## config.mk

```make
export PLATFORM = sky130hd
export DESIGN_NAME = reg_file_mp
export DESIGN_NICKNAME = d
export VERILOG_FILES = /design/src/rtl/reg_file_mp.sv
export SDC_FILE = /design/constraint.sdc
export NUM_CORES = 1
export LEC_CHECK = 0
export CAP_MARGIN = 30
export CORE_MARGIN = 4
export CORE_UTILIZATION = 51
export DETAILED_ROUTE_END_ITERATION = 10
export PLACE_DENSITY = 0.69
export SYNTH_ARGS = -nofsm -noshare
export SYNTH_HDL_FRONTEND = slang
export SYNTH_SLANG_ARGS = --single-unit
```

## constraint.sdc

```tcl
create_clock -name clock -period 5.7 [get_ports clock]
set_clock_uncertainty 0.1 [all_clocks]
set_input_delay 0.855 -clock clock [delete_from_list [all_inputs] [get_ports clock]]
set_output_delay 0.855 -clock clock [all_outputs]
set_load 0.05 [all_outputs]
```

## src/rtl/reg_file_mp.sv

```systemverilog
// reg_file_mp: multi-port register file with built-in clear sequencer.
//
// Storage is distributed RAM with no reset. After reset, or on a clr
// request, a sweep writes zero to every entry, one entry per clock. While
// the sweep runs, ready is low, writes are ignored and every read port
// returns zero.
//
// Ports:
//   clock    in   rising-edge system clock
//   n_rst    in   asynchronous active-low reset (state, sweep counter, ready)
//   clr      in   synchronous request to re-run the clear sweep
//   r_addr   in   NUM_RD packed read addresses, port i at [i*ADDR_W +: ADDR_W]
//   r_data   out  NUM_RD packed read data, port i at [i*DATA_W +: DATA_W]
//   w0_addr/w0_data/w0_we  in  write port 0
//   w1_addr/w1_data/w1_we  in  write port 1 (wins on an address collision)
//   ready    out  storage valid and writes accepted
//
// Optional macro REG_FILE_BYPASS_EN: when defined, a read port whose address
// matches an enabled write port returns that write data in the same cycle
// (w1 before w0). When undefined, reads return stored contents only.

module reg_file_mp #(
  parameter int DATA_W = 16,
  parameter int ADDR_W = 4,
  parameter int NUM_RD = 2
) (
  input  logic                       clock,
  input  logic                       n_rst,
  input  logic                       clr,
  input  logic [NUM_RD*ADDR_W-1:0]   r_addr,
  output logic [NUM_RD*DATA_W-1:0]   r_data,
  input  logic [ADDR_W-1:0]          w0_addr,
  input  logic [DATA_W-1:0]          w0_data,
  input  logic                       w0_we,
  input  logic [ADDR_W-1:0]          w1_addr,
  input  logic [DATA_W-1:0]          w1_data,
  input  logic                       w1_we,
  output logic                       ready
);

  localparam int DEPTH = 2 ** ADDR_W;
  localparam logic [ADDR_W-1:0] LAST = ADDR_W'(DEPTH - 1);

  localparam logic [0:0] ST_CLEAR = 1'b0;
  localparam logic [0:0] ST_RUN   = 1'b1;

  logic [0:0]        state;
  logic [ADDR_W-1:0] cnt;
  logic [DATA_W-1:0] mem [DEPTH];

  // Sequencer: state, sweep counter and registered ready.
  always_ff @(posedge clock or negedge n_rst) begin
    if (!n_rst) begin
      state <= ST_CLEAR;
      cnt   <= '0;
      ready <= 1'b0;
    end else if (state == ST_CLEAR) begin
      if (clr) begin
        cnt <= '0;
      end else if (cnt == LAST) begin
        cnt   <= '0;
        state <= ST_RUN;
        ready <= 1'b1;
      end else begin
        cnt <= cnt + 1'b1;
      end
    end else if (clr) begin
      state <= ST_CLEAR;
      cnt   <= '0;
      ready <= 1'b0;
    end
  end

  // Storage. Writes sampled on the clr edge in RUN still commit because
  // state is still RUN on that edge. While held in reset, cnt stays at 0 so
  // only mem[0] is rewritten with zero, which the sweep does anyway and
  // which no read port can observe before the sweep completes.
  always_ff @(posedge clock) begin
    if (state == ST_CLEAR) begin
      mem[cnt] <= '0;
    end else begin
      if (w0_we && !(w1_we && (w1_addr == w0_addr))) begin
        mem[w0_addr] <= w0_data;
      end
      if (w1_we) begin
        mem[w1_addr] <= w1_data;
      end
    end
  end

  // Combinational read ports, forced to zero until the storage is valid.
  always_comb begin
    r_data = '0;
    for (int unsigned i = 0; i < NUM_RD; i++) begin
      if (ready) begin
        r_data[i*DATA_W +: DATA_W] = mem[r_addr[i*ADDR_W +: ADDR_W]];
`ifdef REG_FILE_BYPASS_EN
        if (w1_we && (w1_addr == r_addr[i*ADDR_W +: ADDR_W])) begin
          r_data[i*DATA_W +: DATA_W] = w1_data;
        end else if (w0_we && (w0_addr == r_addr[i*ADDR_W +: ADDR_W])) begin
          r_data[i*DATA_W +: DATA_W] = w0_data;
        end
`endif
      end
    end
  end

endmodule

```

# Word-level counts from Yosys, hierarchy flattened
# Memory sizes are Yosys's and may differ from the RTL's.
# Cells that the tools add are included.
dict set report op_classes {
  add_sub_neg 1
  eq_ne 4
  n_mux 24
  reduce_logical 6
}
# cell count
set op_table {}
lappend op_table {{2-to-1 mux 16 bit} 3}
lappend op_table {{2-to-1 mux 4 bit} 5}
lappend op_table {{2-to-1 mux 1 bit} 16}
lappend op_table {{OR reduction 16 bit} 1}
lappend op_table {{adder 4 x 1 -> 4 bit (second input constant)} 1}
lappend op_table {{equality test 4 bit} 1}
lappend op_table {{equality test 4 bit (second input constant)} 1}
lappend op_table {{AND reduction 3 bit} 1}
lappend op_table {{logical AND 1 bit} 2}
lappend op_table {{!= test 2 x 1 -> 1 bit (second input constant)} 1}
lappend op_table {{!= test 2 bit (second input constant)} 1}
lappend op_table {{nonzero test 2 bit} 1}
lappend op_table {{logical NOT 1 bit} 1}
dict set report word_totals {
  register_bits 6
  ramBits 256
  input_bits 53
  output_inout_bits 33
  wordCells 39
  memories 1
}
# name depth word_bits rd rd_clocked_by_memory_dff wr line_no
set mem_list {}
lappend mem_list {mem 16 16 2 0 2 49} ;# logic [DATA_W-1:0] mem [DEPTH];

# Longest topological paths before layout
# Gate-level depths: netlist of the first run.
dict set report logic_depth {
  depth_word 9
  ltp_mapped 8
  mapped_depth_nobuf 5
}

# Worst setup path after synthesis of the first run
# OpenSTA, ideal clock, no wires.
dict set report synth_timing {
  kind {in2reg}
  start {input w1_addr[3]}
  end {memory mem[2][0], enable pin}
  setup_ns 0.411
  t_arrival_ns 3.091
  t_required_ns 5.189
  slack_ns 2.098
  stages 7
  n_path_buf 2
  cell_sequence {buf_4 -> xor2_1 -> nor3_2 -> a31oi_4 -> buf_4 -> mux2i_1 -> o21ai_0}
}
# element line_no
set synth_lines {}
lappend synth_lines {{from (decl)} 35} ;# input logic [ADDR_W-1:0] w1_addr,
lappend synth_lines {{to (decl)} 49}

# Worst setup path after layout of the first run
dict set report layout_timing {
  start {input r_addr[0]}
  end {output r_data[5]}
}
dict set report layout_between {
  elab_chain_cells 2
}
# element line_no
set layout_lines {}
lappend layout_lines {{from (decl)} 30} ;# input logic [NUM_RD*ADDR_W-1:0] r_addr,
lappend layout_lines {{memory (16 x 16 bit)} -}
lappend layout_lines {{2-to-1 mux 16 bit} 95} ;# if (ready) begin
lappend layout_lines {{to (decl)} 31} ;# output logic [NUM_RD*DATA_W-1:0] r_data,
# No other way between the ends.

==> reports/metrics.cfg, run 1 <==
[cts]
ctsHtreeMaxLevel=1
clock-sinks=262
clk_latency_ns=0.52
ctsHoldBuffers=0
cts_tree=done
cts_buffers=27
clock-root-buffer=clkbuf_16
clk_pin_slew_worst_paths_ns=0.06
cts_resized=0
cts_setup_buffers=0
cts_max_path_buffers=3

[place]
dp.final_hpwl_mm=27.7
place_area_um2=16500
gp_congestion=0.824
port-buffer-count=85
dp.cells=1595

[grt]
grt_usage_pct=28.1
grt_max_degree=65
grt_pass1_wl_mm=68.9
grt-ovfl-total=0
antenna_found_initial=0
grt_pass1_vias=10900

[timing]
fin_setup_tns_ns=0
period_minus_slack_ns=4.62
timing.hold.ws_ns=0.447
fin_crit_sh_pct=81.0
rsz0062_at_grt=no
drv_slew=0
fmax_ghz=0.217
slew_headroom_pct=43.3
tightest_slew_ns=0.850
hold_violations=0
finalSetupViolations=0

[logic_synthesis]
synth_nets=1268
synth_cell_type_count=41
syn_area_um2=15300
yosysWarnings=0
yosysSeqAreaShare_pct=51.3
syn_area_per_cell_um2=12.6
yosys_register_bits=262
syn_inst=1214

[worst_setup_path]
worst-path-max-fanout=21
required_ns=4.74
start_kind=input pin
cp.arrival_ns=3.66
critPathKind=in -> out
end_kind=output port

[power_and_ir_drop]
cellPowerDensity_nw_per_um2=258
sequentialPowerShare_pct=48.0
power_frac_comb_pct=12.3
power_mw=4.48
pwr-share-clk_pct=39.7
leakage_nw=6.01
intPower_mw=3.41
p_sw_share_pct=23.8
p_switching_mw=1.07
peakVddDrop_mv=0.227

[cells_and_area]
area_delta_synth_final_pct=13.6
layout.nets=1288
drive_above_1_share_pct=22.4
final.fill_count=2270
num_antenna_cells=0
design_area_um2=17400
final_cells=1643

[floorplan]
fp.dieW_um=181
io_pins=86
start_util_pct=51.7
core_area_um2=29600
die-area_um2=32800
die_y_um=181
rows=63

[detailed_routing]
drt-total-wl_mm=46.4
viasPerCell=6.57
wl_met1_mm=16.7
first_pass_iters=6
highest_layer=met4
antenna_left=0
routedWlPerCell_um=28.2
via_count=10800
drc=0
initialDrtViolationCount=1348
dr_wl_met2_mm=23.0
dr_wl_met3_mm=4.71

[outcome]
status=finished clean

[flow_run]
drv_cap=0

[worst_hold_path]
holdCritPathClass=reg -> reg

[per-stage QoR]
step | setup WS (ns) | utilization (%)
2_1_floorplan | 2.10 | -
3_3_place_gp | 1.07 | 55.6
3_5_place_dp | 1.06 | 55.8
4_1_cts | 1.06 | 58.7
5_1_grt | 0.965 | 58.7
6_report | 1.08 | 58.7
[layer usage]
layer / global-route usage, % / vias to the layer above
met4: 10.0 / 0
li1: - / 4618
met2: 48.0 / 692
met3: 4.49 / 141
met5: 0 / -
met1: 36.8 / 5347
[flip-flops by register name, summed over array words and instances (netlist names)]
name / flops
state: 1
ready: 1
cnt: 4
mem: 256
[path summary, 6_finish.rpt]
check	slack [ns]	start	end	cells past startpoint
max	1.08	r_addr[0]	r_data[5]	6
min	0.45	ready	ready	2
max reg2reg	2.79	state	mem[7][8]	5
min reg2reg	0.45	ready	ready	2
max in group asynchronous	4.81	n_rst	cnt[2]	1
min in group asynchronous	0.47	n_rst	state	1
[cell usage after synthesis, drive strengths merged]
| cell type | count | area [um^2] |
|---|---|---|
| a21oi | 4 | 20.0 |
| a31oi | 4 | 40.0 |
| a32oi | 1 | 8.76 |
| and2 | 32 | 200 |
| and3 | 1 | 6.26 |
| and3b | 2 | 17.5 |
| buf | 46 | 307 |
| clkbuf | 95 | 363 |
| dfrtp | 6 | 150 |
| edfxtp | 256 | 7690 |
| ha | 1 | 12.5 |
| inv | 20 | 75.1 |
| mux2 | 1 | 11.3 |
| mux2i | 20 | 200 |
| mux4 | 160 | 3610 |
| nand2 | 263 | 992 |
| nand2b | 2 | 12.5 |
| nand3 | 2 | 10.0 |
| nand4 | 1 | 6.26 |
| nand4b | 1 | 8.76 |
| nor2 | 19 | 71.3 |
| nor2b | 6 | 37.5 |
| nor3 | 5 | 41.3 |
| nor3b | 2 | 20.0 |
| o21ai | 242 | 1210 |
| o21bai | 6 | 45.0 |
| o22ai | 10 | 62.6 |
| or3 | 1 | 6.26 |
| xnor2 | 2 | 17.5 |
| xor2 | 3 | 26.3 |
[worst max-delay path, stage by stage]
cell and delay [ns]:
buf_4 0.39, buf_4 0.43, mux4_2 0.56, mux4_2 0.53, and2_1 0.18, clkdlybuf4s50_1 0.70
[power groups by stage]
stage | Sequential (mW) | Combinational [mW] | Clock [mW]
after detailed placement | 2.19 | 0.549 | 0
after global placement | 2.19 | 0.545 | 0
final | 2.15 | 0.553 | 1.78
after floorplan | 2.18 | 0.363 | 0
after global routing | 2.15 | 0.573 | 1.87
after CTS | 2.15 | 0.551 | 1.79
[logic make-up (layout without fill, tap and decap cells)]
logic type,Yosys count,count (layout),share of synthesized area (%)
AO/OA/AOI/OAI,267,267,9.08
XOR/XNOR,5,5,0.287
adder cells (fa/ha/maj),1,1,0.0819
buffers and inverters,161,200,4.87
flip-flops,262,262,51.3
multiplexers,181,181,25.0
AND/OR/NAND/NOR,337,337,9.36
[cells in the final DEF (no fill, tap or decap), types with 2 or more instances in the layout]
| master | synthesis | final |
|---|---|---|
| o21ai_0 | 224 | 223 |
| a21oi_1 | 4 | 4 |
| clkinvlp_4 | 0 | 2 |
| clkdlybuf4s50_1 | 0 | 81 |
| clkbuf_16 | 0 | 27 |
| clkinv_1 | 0 | 7 |
| nand3_1 | 2 | 2 |
| o22ai_2 | 0 | 9 |
| mux2i_1 | 20 | 20 |
| xor2_1 | 3 | 3 |
| buf_12 | 0 | 4 |
| dfrtp_1 | 6 | 6 |
| nor2_1 | 19 | 10 |
| mux4_1 | 2 | 2 |
| buf_2 | 17 | 2 |
| edfxtp_1 | 256 | 256 |
| and3b_1 | 2 | 2 |
| mux4_2 | 158 | 158 |
| nor3_2 | 1 | 3 |
| clkinv_2 | 0 | 2 |
| clkbuf_1 | 90 | 4 |
| o21bai_2 | 0 | 6 |
| nor2b_1 | 6 | 5 |
| nand2b_1 | 2 | 2 |
| nor2_2 | 0 | 9 |
| a31oi_1 | 3 | 3 |
| bufinv_16 | 0 | 4 |
| nand2_1 | 261 | 261 |
| buf_4 | 4 | 43 |
| xnor2_1 | 2 | 2 |
| inv_1 | 20 | 20 |
| o21ai_1 | 18 | 18 |
| nand2_2 | 2 | 2 |
| and2_1 | 32 | 32 |
| clkinv_4 | 0 | 2 |
[final cells by class]
cell class | instances | area, um^2 | share of cell area, %
tap | 390 | 488 | 2.81
timing repair buffer | 132 | 1270 | 7.29
clock buffer | 31 | 691 | 3.98
sequential | 262 | 7840 | 45.1
clock inverter | 17 | 189 | 1.09
multi-input combinational | 791 | 6810 | 39.3
inverter | 20 | 75.1 | 0.432
(Power assumes the default switching activity.)
==> run 2: changes to the inputs <==
Settings changed: PLACE_DENSITY 0.69 to 0.71.
Clock period 5.7 ns to 3.9 ns, I/O delays scaled along.
==> run 2 against run 1 <==
Sequential cell count did not move. Die area did not move. Routed wire length fell by 0.61%. Combinational power rose by 49%. Cell count rose by 1.7%. Setup slack got worse by 0.49 ns. Non-clock buffer count rose by 24. Sequential share of layout area fell by 0.69 points. Largest cell class unchanged. Largest power group unchanged.
==> reports/metrics.cfg, run 2 (synthesis gave the netlist of run 1 again) <==
[outcome]
status=finished clean

[grt]
grt-ovfl-total=0  ; unchanged
grt_pass1_vias=10800  ; -0.49%
antenna_found_initial=1  ; +1
grt_usage_pct=28.0  ; -0.14 points
grt_max_degree=48  ; -26%
grt_pass1_wl_mm=68.7  ; -0.24%

[cells_and_area]
num_antenna_cells=0  ; unchanged
largest-register=mem
largest_register_ffs=256  ; unchanged
reg_top3=mem (256), cnt (4)
area_delta_synth_final_pct=15.4
mostFrequentLayoutCells=nand2_1, edfxtp_1, o21ai_0
layout.nets=1313  ; +1.9%
layout_commonest_cell=nand2_1
drive_above_1_share_pct=26.5  ; +4.0 points

[worst_setup_path]
crit_slowest_cell=mux4_2
crit_chain=buf_4 -> buf_4 -> mux4_2 -> mux4_2 -> and2_1 -> buf_4
cp_num_cells=6  ; unchanged
critPathTopFamily=multiplexers
end_kind=output port
cp_common_cell=buf_4
r2r-start=state
cp.buffers_inverters=3  ; unchanged
required_ns=3.21  ; -1.53 ns
start_kind=input pin
rr_endpoint=mem[0][15]
critPathLaunch=r_addr[4]
cp_slowest_stage_delay_ns=0.52  ; -0.18 ns
ff2ff_path_depth=6  ; +1
regToRegSetupSlack_ns=1.30  ; -1.49 ns
worst-path-max-fanout=15  ; -29%
critPathKind=in -> out
cp.arrival_ns=2.62  ; -1.04 ns
crit_end=r_data[30]

[power_and_ir_drop]
cellPowerDensity_nw_per_um2=384  ; +49%
leakage_nw=6.23  ; +3.7%
power_mw=6.77  ; +51%
peakVddDrop_mv=0.340  ; +50%

[flow_run]
drv_cap=0  ; unchanged

[floorplan]
core_area_um2=29600  ; unchanged
die_y_um=181  ; unchanged
io_pins=86  ; unchanged
die-area_um2=32800  ; unchanged
rows=63  ; unchanged
start_util_pct=51.7  ; unchanged
fp.dieW_um=181  ; unchanged

[cts]
clk_pin_slew_worst_paths_ns=0.06  ; about the same
cts_max_path_buffers=3  ; unchanged
cts_buffers=28  ; +3.7%
clk_latency_ns=0.54  ; +0.02 ns
ctsHoldBuffers=0  ; unchanged
ctsHtreeMaxLevel=1  ; unchanged
cts_resized=0  ; unchanged
clock-sinks=262  ; unchanged
cts_setup_buffers=0  ; unchanged
cts_tree=done
clock-root-buffer=clkbuf_16

[place]
port-buffer-count=85  ; unchanged
dp.final_hpwl_mm=30.0  ; +8.5%
gp_congestion=0.855  ; +3.8%

[timing]
rsz0062_at_grt=no
fin_setup_tns_ns=0  ; unchanged
hold_violations=0  ; unchanged
drv_slew=0  ; unchanged
finalSetupViolations=0  ; unchanged
fmax_ghz=0.302
period_minus_slack_ns=3.31
tightest_slew_ns=0.815  ; -0.0350 ns
slew_headroom_pct=45.5  ; +2.2 points
timing.hold.ws_ns=0.185  ; -0.262 ns
fin_crit_sh_pct=84.8

[detailed_routing]
drt-total-wl_mm=46.1  ; -0.61%
viasPerCell=6.56  ; -0.15%
first_pass_iters=5  ; -1
via_count=11000  ; +1.5%
routedWlPerCell_um=27.6  ; -2.3%
drc=0  ; unchanged
initialDrtViolationCount=1281  ; -5.0%
antenna_left=0  ; unchanged

[worst_hold_path]
holdCritPathClass=in -> async

==> run 2: changes by cell type in the layout (fill, tap and decap cells not counted), sizes merged <==
cell	before	now
clkdlybuf4s50	81	49
buf	51	107
clkinvlp	2	3
clkbuf	31	32
clkinv	11	12
bufinv	4	5
==> run 2: how the worst min path moves through the flow <==
stage / endpoint / cells past startpoint / slack (ns) / start
global route: state / 1 / 0.22 / n_rst
CTS: cnt[0] / 1 / 0.19 / n_rst
global placement: cnt[3] / 2 / 0.51 / cnt[3]
detailed placement: cnt[3] / 2 / 0.51 / cnt[3]
floorplan: cnt[0] / 0 / 0.19 / n_rst
finish: cnt[0] / 1 / 0.18 / n_rst
==> run 2: cell type report <==
type                    instances  area [um^2]
clock inverters                20          220
multi-input cells             791         6810
fillers                      2261        11900
well taps                     390          488
repair buffers                156         1460
inverters                      20         75.1
flip-flops and latches        262         7840
clock buffers                  32          737
==> run 2: where the power goes <==
group | leakage, nW | switching, mW | internal, mW | total, mW
logic | 3.08 | 0.467 | 0.358 | 0.825
registers | 2.70 | 0.0319 | 3.11 | 3.15
clock network | 0.456 | 1.12 | 1.67 | 2.79
total | 6.23 | 1.62 | 5.15 | 6.77
==> run 2: stage by stage <==
step	area (um^2)	cells	utilization (%)	setup slack, ns
after global placement	16700	1618	56.4	0.559
final	17600	1671	59.6	0.592
after floorplan	15300	1214	-	0.568
after global routing	17600	1671	59.6	0.510
after detailed placement	16700	1619	56.4	0.581
after CTS	17600	1671	59.6	0.576
==> run 2: per-layer routing <==
layer	vias to the layer above	global-route usage [%]	part of all wire, %
li1	4675	-	-
met5	-	0	0.037
met3	131	4.83	9.7
met1	5493	37.8	37
met4	2	11.7	4.7
met2	664	45.4	49
